[config.mk]
export PLATFORM = sky130hd
export DESIGN_NAME = fetch_unit
export DESIGN_NICKNAME = d
export VERILOG_FILES = /design/src/rtl/fetch_unit.sv
export SDC_FILE = /design/constraint.sdc
export NUM_CORES = 1
export LEC_CHECK = 0
export ABC_CLOCK_PERIOD_IN_PS = 14300
export CORE_UTILIZATION = 49
export CTS_BUF_LIST = sky130_fd_sc_hd__clkbuf_16
export DETAILED_ROUTE_END_ITERATION = 10
export MAX_ROUTING_LAYER = met4
export PLACE_DENSITY = 0.73
export RECOVER_POWER = 50
export SYNTH_ARGS = -nofsm -noshare
export SYNTH_HDL_FRONTEND = slang
export SYNTH_SLANG_ARGS = --single-unit
[constraint.sdc]
create_clock -name clk -period 14.3 [get_ports clk]
set_clock_uncertainty 0.1 [all_clocks]
set_input_delay 2.145 -clock clk [delete_from_list [all_inputs] [get_ports clk]]
set_output_delay 2.145 -clock clk [all_outputs]
set_load 0.01 [all_outputs]
[src/rtl/fetch_unit.sv]
// fetch_unit: instruction fetch stage feeding the single-cycle datapath.
// Issues word-aligned fetches under a credit limit, keeps a PC tag queue for
// in-flight requests, buffers returned words in a DEPTH-entry prefetch FIFO
// and flushes on redirect (responses still in flight are counted and dropped).
// Optional build macro FETCH_PERF_EN adds saturating stall/flush counters.
module fetch_unit #(
    parameter int unsigned DEPTH    = 4,            // power of two, >= 2
    parameter logic [31:0] RESET_PC = 32'h0000_0000
) (
    input  logic        clk,
    input  logic        rst_n,
    output logic        imem_req,
    output logic [31:0] imem_addr,
    input  logic        imem_gnt,
    input  logic        imem_rvalid,
    input  logic [31:0] imem_rdata,
    output logic        inst_valid,
    output logic [31:0] inst_data,
    output logic [31:0] inst_pc,
    input  logic        inst_ready,
    input  logic        redirect,
    input  logic [31:0] redirect_pc
`ifdef FETCH_PERF_EN
    ,
    output logic [31:0] stall_cnt,
    output logic [31:0] flush_cnt
`endif
);

    localparam int unsigned AW      = (DEPTH > 1) ? $clog2(DEPTH) : 1;
    localparam int unsigned CW      = AW + 1;
    localparam logic [CW:0] DEPTH_W = (CW + 1)'(DEPTH);

    logic [31:0]    fetch_pc_q, fetch_pc_d;
    logic [CW-1:0]  outstanding_q, outstanding_d;
    logic [CW-1:0]  drop_q, drop_d;
    logic [CW-1:0]  count_q, count_d;
    logic [AW-1:0]  wr_ptr_q, wr_ptr_d;
    logic [AW-1:0]  rd_ptr_q, rd_ptr_d;
    logic [AW-1:0]  tag_wr_q, tag_wr_d;
    logic [AW-1:0]  tag_rd_q, tag_rd_d;

    logic [31:0]    data_mem [DEPTH];
    logic [31:0]    pc_mem   [DEPTH];
    logic [31:0]    tag_mem  [DEPTH];

    logic           req_fire;
    logic           push;
    logic           pop;
    logic           drop_active;
    logic [CW:0]    credit_used;

    // Buffered words plus words still owed by memory may never exceed DEPTH,
    // so every response that is kept is guaranteed a FIFO slot.
    assign credit_used = {1'b0, count_q} + {1'b0, outstanding_q};
    assign imem_req    = rst_n & ~redirect & (credit_used < DEPTH_W);
    assign imem_addr   = fetch_pc_q;
    assign req_fire    = imem_req & imem_gnt;

    // A response is discarded while drop credits remain or during a redirect.
    assign drop_active = (drop_q != '0);
    assign push        = imem_rvalid & ~drop_active & ~redirect;

    // Head is gated to zero when empty so the outputs read 0 out of reset.
    assign inst_valid  = (count_q != '0);
    assign pop         = inst_valid & inst_ready & ~redirect;
    assign inst_data   = inst_valid ? data_mem[rd_ptr_q] : '0;
    assign inst_pc     = inst_valid ? pc_mem[rd_ptr_q]   : '0;

    // Next-state for fetch PC, credit counters and FIFO/tag pointers.
    always_comb begin
        fetch_pc_d    = fetch_pc_q;
        outstanding_d = outstanding_q + CW'(req_fire) - CW'(imem_rvalid);
        drop_d        = drop_q;
        count_d       = count_q;
        wr_ptr_d      = wr_ptr_q;
        rd_ptr_d      = rd_ptr_q;
        // The tag queue follows every request/response, including dropped ones.
        tag_wr_d      = tag_wr_q + AW'(req_fire);
        tag_rd_d      = tag_rd_q + AW'(imem_rvalid);
        if (redirect) begin
            fetch_pc_d = redirect_pc & 32'hFFFF_FFFC;
            // Everything still in flight after this cycle belongs to the old path.
            drop_d     = outstanding_q - CW'(imem_rvalid);
            count_d    = '0;
            wr_ptr_d   = '0;
            rd_ptr_d   = '0;
        end else begin
            if (req_fire) begin
                fetch_pc_d = fetch_pc_q + 32'd4;
            end
            if (imem_rvalid && drop_active) begin
                drop_d = drop_q - CW'(1);
            end
            count_d  = count_q + CW'(push) - CW'(pop);
            wr_ptr_d = wr_ptr_q + AW'(push);
            rd_ptr_d = rd_ptr_q + AW'(pop);
        end
    end

    // Control state registers with asynchronous active-low reset.
    always_ff @(posedge clk or negedge rst_n) begin
        if (!rst_n) begin
            fetch_pc_q    <= RESET_PC;
            outstanding_q <= '0;
            drop_q        <= '0;
            count_q       <= '0;
            wr_ptr_q      <= '0;
            rd_ptr_q      <= '0;
            tag_wr_q      <= '0;
            tag_rd_q      <= '0;
        end else begin
            fetch_pc_q    <= fetch_pc_d;
            outstanding_q <= outstanding_d;
            drop_q        <= drop_d;
            count_q       <= count_d;
            wr_ptr_q      <= wr_ptr_d;
            rd_ptr_q      <= rd_ptr_d;
            tag_wr_q      <= tag_wr_d;
            tag_rd_q      <= tag_rd_d;
        end
    end

    // Storage arrays: tag written on grant, FIFO entry written on kept response.
    always_ff @(posedge clk) begin
        if (req_fire) begin
            tag_mem[tag_wr_q] <= fetch_pc_q;
        end
        if (push) begin
            data_mem[wr_ptr_q] <= imem_rdata;
            pc_mem[wr_ptr_q]   <= tag_mem[tag_rd_q];
        end
    end

`ifdef FETCH_PERF_EN
    logic [31:0] stall_cnt_q, stall_cnt_d;
    logic [31:0] flush_cnt_q, flush_cnt_d;

    // Saturating counters: starved cycles (no redirect) and redirect cycles.
    always_comb begin
        stall_cnt_d = stall_cnt_q;
        flush_cnt_d = flush_cnt_q;
        if (!inst_valid && !redirect && (stall_cnt_q != 32'hFFFF_FFFF)) begin
            stall_cnt_d = stall_cnt_q + 32'd1;
        end
        if (redirect && (flush_cnt_q != 32'hFFFF_FFFF)) begin
            flush_cnt_d = flush_cnt_q + 32'd1;
        end
    end

    // Counter registers share the asynchronous reset of the core.
    always_ff @(posedge clk or negedge rst_n) begin
        if (!rst_n) begin
            stall_cnt_q <= '0;
            flush_cnt_q <= '0;
        end else begin
            stall_cnt_q <= stall_cnt_d;
            flush_cnt_q <= flush_cnt_d;
        end
    end

    assign stall_cnt = stall_cnt_q;
    assign flush_cnt = flush_cnt_q;
`endif

endmodule

; ---- Word-level counts from Yosys, hierarchy flattened
; Memories as Yosys holds them, arrays and structs flattened.
; Index checks and enable logic that the tools add are counted.
[totals]
register_bits = 49
latch_bits = 0
ram_bits = 384
mem_bits_ro = 0
inputBits = 70
out_inout_bits = 98
word_cells = 51
memories = 3
[mem_list]
columns = memory, depth, word_bits, rd, rd_clocked_by_memory_dff, wr, line_no
row1 = data_mem, 4, 32, 1, 0, 1, 43  ; logic [31:0] data_mem [DEPTH];
row2 = pc_mem, 4, 32, 1, 0, 1, 44  ; logic [31:0] pc_mem [DEPTH];
row3 = tag_mem, 4, 32, 1, 0, 1, 45  ; logic [31:0] tag_mem [DEPTH];
[op_classes]
add_sub_neg = 12
multipliers = 0
div_mod_pow = 0
magnitude_cmp = 1
eq_ne = 0
shift = 0
n_mux = 13
bitwise = 9
reduce_logical = 5
[op_table]
columns = cell, count
row1 = $mux 32, 4
row2 = $add 32x3->32 const B, 1
row3 = $mux 3, 3
row4 = $sub 3x1->3, 3
row5 = $add 2x1->2, 4
row6 = $and 1x1->1, 7
row7 = $add 3x1->3, 2
row8 = $reduce_bool 3->1, 2
row9 = $add 3x3->4, 1
row10 = $lt 4x3->1 const B, 1
row11 = $mux 1, 4
row12 = $mux 2, 2
row13 = $reduce_bool 2->1, 2
row14 = $sub 3x1->3 const B, 1
row15 = $not 1->1, 2
row16 = $logic_and 1x1->1, 1

; ---- Logic depth before layout (Yosys ltp)
[logic_depth]
ltp_word = 7
ltp_mapped = 12
ltp_nobuf = 12

; ---- Least setup slack after synthesis
; No wires, ideal clock.
[synth_path]
kind = in2reg
start = input port redirect
end = memory data_mem[2][0] (enable)
setup_time_ps = 571
t_arrival_ps = 7136
required_time_ps = 13629
setup_slack_ps = 6493
cell_stages = 3
n_path_buf = 0
cell_sequence = nor3b_1 > inv_1 > nor3b_1
[synth_via]
elab_chain_cells = 4
[synth_rtl]
columns = item, line_no
row1 = start: declaration, 21  ; input logic redirect,
row2 = $not 1->1, 62  ; assign push = imem_rvalid & ~drop_active & ~redirect;
row3 = $and 1x1->1, 62
row4 = $mux 1, 129  ; if (push) begin
row5 = $mux 1 (not written as such), 130  ; data_mem[wr_ptr_q] <= imem_rdata;
row6 = end: declaration, 43
; Every way passes these cells.

; ---- Worst setup path after layout
[layout_path]
start = input port rst_n
end = output port imem_req
[layout_via]
elab_chain_cells = 2
[layout_rtl]
columns = item, line_no
row1 = start: declaration, 11  ; input logic rst_n,
row2 = $and 1x1->1 (2 in series), 56  ; assign imem_req = rst_n & ~redirect & (credit_used < DEPTH_W);
row3 = end: declaration, 12  ; output logic imem_req,
; Every way passes these cells.

==> flow_results.org <==
** Pwr
- The worst-case IR drop observed on VDD is 0.0889 mV.
- Power spread over the standard cell area amounts to 168 nW/µm².
- Leak pwr :: 6.53 nW

** Global routing
- Global Route Usage Sum :: 19.8%
- Entering global routing, the biggest net connects 64 pins.
- Global-route wire length before repair :: 49300 µm
- Grt total ovfl :: 0
- Number of global-route vias before repair :: 8695
- The initial antenna violation count came to 3.

** Timing
- Peak Freq :: 136 MHz
- Final Slew Violations :: 142
- The hold violation count in the final report was 0.
- The worst path uses 51.3% of the clock period.
- Setup TNS :: 0 ps
- Post-route minimum period :: 7330 ps
- RSZ-0062 raised after global routing :: false
- At the pin with the least slew margin, the transition time is 2600 ps.
- Worst max-slew margin expressed relative to the limit :: -73.2%
- Worst hold slack after final layout :: 443 ps
- Final setup vio count :: 0

** Layout
- From synthesis to final layout, the design area changed by 20.7%.
- After the last flow step, the layout net total stands at 1116.
- Fraction of final layout cells sized beyond drive strength 1 :: 16.6%
- Once layout is complete, the cells apart from fillers number 1506.
- With fillers left out, the area of the finished cells amounts to 19800 µm².

** Worst setup path
- Tracing the worst setup path back leads to its startpoint at rst_n.
- The worst register-to-register path has a depth of 8.
- The number of buffers and inverters on the critical path is 3.
- The worst setup path is launched from an input pin.
- Kind of cell adding the most delay to the critical path :: buffers and inverters
- In this run the critical register-to-register path is captured at imem_addr[16].
- Reg2Reg Launch Point :: outstanding_q[2]
- Req. time, crit path :: 12060 ps
- Among all stages on the critical path, the largest delay is contributed by sky130_fd_sc_hd__clkbuf_1.
- Walking the worst path, the cells encountered are buf_2 -> clkbuf_1 -> and3_1 -> clkdlybuf4s50_1.
- For this run, the slowest stage of the critical path takes 1840 ps.
- Along the worst path, the maximum fanout reaches 49.
- STA classifies the critical path endpoint as a primary output.
- At the worst endpoint, the arrival time is 5090 ps.
- Register-to-register setup slack :: 10050 ps
- Classification of the worst setup path :: input pin to primary output

** Synth
- The synthesized netlist contains 47 unique library cells.
- Synthesized cell area :: 16400 µm²
- Post-synth EDFFs :: 368
- Top-area cell type share of the netlist area :: 67.3%
- The largest total area in the synthesized netlist belongs to sky130_fd_sc_hd__edfxtp_1.
- Averaged over all synthesized cells, the footprint is 19.2 µm².
- The Yosys step of the flow raised 0 warnings.
- Synthesis produced a netlist whose cell count is 854.
- Share of async-settable or async-resettable flops after synthesis :: 11.3%
- Synth top area cells :: sky130_fd_sc_hd__edfxtp_1, sky130_fd_sc_hd__mux4_2, sky130_fd_sc_hd__dfrtp_1
- Top flip-flop cell by instance count after synthesis :: sky130_fd_sc_hd__edfxtp_1
- Sequential fraction of the synthesis area :: 74.4%
- The synthesized design contains 415 register bits.

** Outcome
- The checks that failed: capacitance limit, slew limit.
- The run finished, with violations left.

** Hold path
- Worst-case hold path end point :: outstanding_q[0]
- The worst hold path begins at outstanding_q[0].
- Along the worst hold path, the cell count comes to 1.
- Hold Path Class :: flip-flop to flip-flop

** Clock tree
- Hold-fix buffers at CTS :: 0
- After clock tree synthesis, the clock-pin slew on the worst setup and hold paths is 60 ps.
- Number of buffers on the longest clock path :: 3
- Post-CTS repair changed the size of 0 cells.
- CTS saw 415 sinks.
- TritonCTS built the clock tree.
- In this run the number of H-tree levels came out at 2.
- The number of clock buffers added by TritonCTS is 41.
- Post CTS Setup Buffer Count :: 0
- Skew-Pair Late Insertion Delay :: 530 ps
- The tree is rooted in a sky130_fd_sc_hd__clkbuf_16.

** Detailed routing
- The detailed router finished its first iteration with 550 violations.
- Drt via density :: 5.60
- The first detailed-routing pass took 5 iterations.
- After detailed routing, the number of remaining DRC violations is 0.
- The final layout contains routed wiring with a total length of 32000 µm.
- WL/cell :: 21.2 µm
- Routed Antenna Nets :: 0
- Via total after detailed routing :: 8433

** Floorplan
- The total area inside the core boundary comes to 32800 µm².
- Die Wd :: 185 µm
- Row generation in the floorplan step produced 66 rows.
- The initial utilization of the core area, before any placement, comes to 50.1%.
- The die covers 34300 µm².
- Vertical die dimension :: 185 µm
- In this run the count of I/O pins placed on the die edge is 168.

** Flow run
- Across the run, the number of max-cap violations was 3.

** Placement
- Dpl cells :: 1428
- # port buffers :: 161
- Placed cell areas :: 18500 µm²
- Detailed-placement wirelength estimate :: 18300 µm
- At the end of routability-driven placement, the weighted congestion stood at 0.852.
-- stage by stage --
step | utilization [%] | worst slack (ps) | power (mW)
floorplan | - | 6490 | 1.97
global route | 60.5 | 6460 | 3.47
detailed placement | 56.5 | 8310 | 2.34
finish | 60.5 | 6970 | 3.33
global placement | 56.5 | 8310 | 2.32
CTS | 60.5 | 8300 | 3.37
-- where the power goes --
part / switching [mW] / internal (mW) / leakage [nW]
clock network: 0.430 / 0.598 / 0.662
registers: 0.0980 / 1.45 / 3.89
logic: 0.359 / 0.395 / 1.98
-- worst max path at each step --
| stage | to | slack, ps | cells after the start |
|---|---|---|---|
| finish | imem_req | 6970 | 4 |
| global route | imem_req | 6460 | 4 |
| CTS | imem_req | 8300 | 5 |
| detailed placement | imem_req | 8310 | 5 |
| global placement | imem_req | 8310 | 5 |
| floorplan | data_mem[2][0] | 6490 | 3 |
-- worst register-to-register path, cell delays in order, from the launching register on --
cell and delay (ps):
sky130_fd_sc_hd__dfrtp_1 420, sky130_fd_sc_hd__ha_1 300, sky130_fd_sc_hd__nor4_1 50, sky130_fd_sc_hd__nand4_1 250, sky130_fd_sc_hd__clkbuf_1 960, sky130_fd_sc_hd__inv_1 690
sky130_fd_sc_hd__nor2_1 970, sky130_fd_sc_hd__o21ai_0 210, sky130_fd_sc_hd__o311ai_0 170
-- kinds of logic (layout without fill, tap and decap cells) --
logic type | Yosys count | after routing | synth area share [%]
flip-flops | 415 | 415 | 74.4
XOR/XNOR | 11 | 11 | 0.587
AO/OA/AOI/OAI | 59 | 59 | 2.47
multiplexers | 94 | 94 | 12.7
AND/OR/NAND/NOR | 196 | 196 | 6.72
other | 1 | 7 | 0.0228
adder cells (fa/ha/maj) | 17 | 17 | 1.39
buffers and inverters | 61 | 265 | 1.64
-- per-layer routing --
metal	global-route usage, %	part of all wire (%)	vias up
li1	-	-	3773
met1	25.8	43	4323
met2	31.9	49	290
met3	3.58	5.6	47
met4	6.18	2.3	0
met5	-	0	-
-- sequential cells by signal, summed over array words and instances (netlist names) --
signal,cells
count_q,3
data_mem,128
drop_q,3
imem_addr,30
outstanding_q,3
pc_mem,120
rd_ptr_q,2
tag_mem,120
tag_rd_q,2
tag_wr_q,2
wr_ptr_q,2
-- synthesized netlist by cell type, types with 4 or more instances --
cell type / number
sky130_fd_sc_hd__nand2_1: 40
sky130_fd_sc_hd__nand3b_1: 6
sky130_fd_sc_hd__edfxtp_1: 368
sky130_fd_sc_hd__o211ai_1: 6
sky130_fd_sc_hd__o21ai_0: 21
sky130_fd_sc_hd__xnor2_1: 5
sky130_fd_sc_hd__dfrtp_1: 47
sky130_fd_sc_hd__clkbuf_1: 20
sky130_fd_sc_hd__xor2_1: 6
sky130_fd_sc_hd__nor3_1: 5
sky130_fd_sc_hd__inv_1: 15
sky130_fd_sc_hd__nand3_1: 22
sky130_fd_sc_hd__a21oi_1: 5
sky130_fd_sc_hd__buf_2: 14
sky130_fd_sc_hd__nor3b_1: 4
sky130_fd_sc_hd__nor2b_1: 70
sky130_fd_sc_hd__nand4_1: 8
sky130_fd_sc_hd__and3_1: 10
sky130_fd_sc_hd__mux4_2: 92
sky130_fd_sc_hd__buf_4: 6
sky130_fd_sc_hd__ha_1: 15
sky130_fd_sc_hd__buf_1: 5
sky130_fd_sc_hd__o311ai_0: 10
sky130_fd_sc_hd__nor2_1: 15
sky130_fd_sc_hd__and4_1: 4
sky130_fd_sc_hd__a31oi_1: 4
-- layout make-up --
| type | instances | area (µm²) |
|---|---|---|
| Tap cell | 442 | 553 |
| Clock inverter | 32 | 228 |
| Timing Repair Buffer | 174 | 1690 |
| Clock buffer | 43 | 1080 |
| Sequential cell | 415 | 12200 |
| Antenna cell | 3 | 7.51 |
| Fill cell | 2381 | 13000 |
| Inverter | 16 | 60.1 |
| Multi-Input combinational cell | 381 | 3970 |
-- cell usage in the layout (no fill, tap or decap), types with 15 or more instances in the layout --
cell                              synthesis  routed
sky130_fd_sc_hd__clkdlybuf4s50_1          0     106
sky130_fd_sc_hd__nand2_1                 40      40
sky130_fd_sc_hd__o21ai_0                 21      21
sky130_fd_sc_hd__nor2b_1                 70      70
sky130_fd_sc_hd__mux4_2                  92      92
sky130_fd_sc_hd__ha_1                    15      15
sky130_fd_sc_hd__inv_1                   15      21
sky130_fd_sc_hd__edfxtp_1               368     368
sky130_fd_sc_hd__dfrtp_1                 47      44
sky130_fd_sc_hd__dlygate4sd3_1            0      53
sky130_fd_sc_hd__nand3_1                 22      22
sky130_fd_sc_hd__clkbuf_16                0      43
No activity file was read; power rests on OpenSTA's default activity.
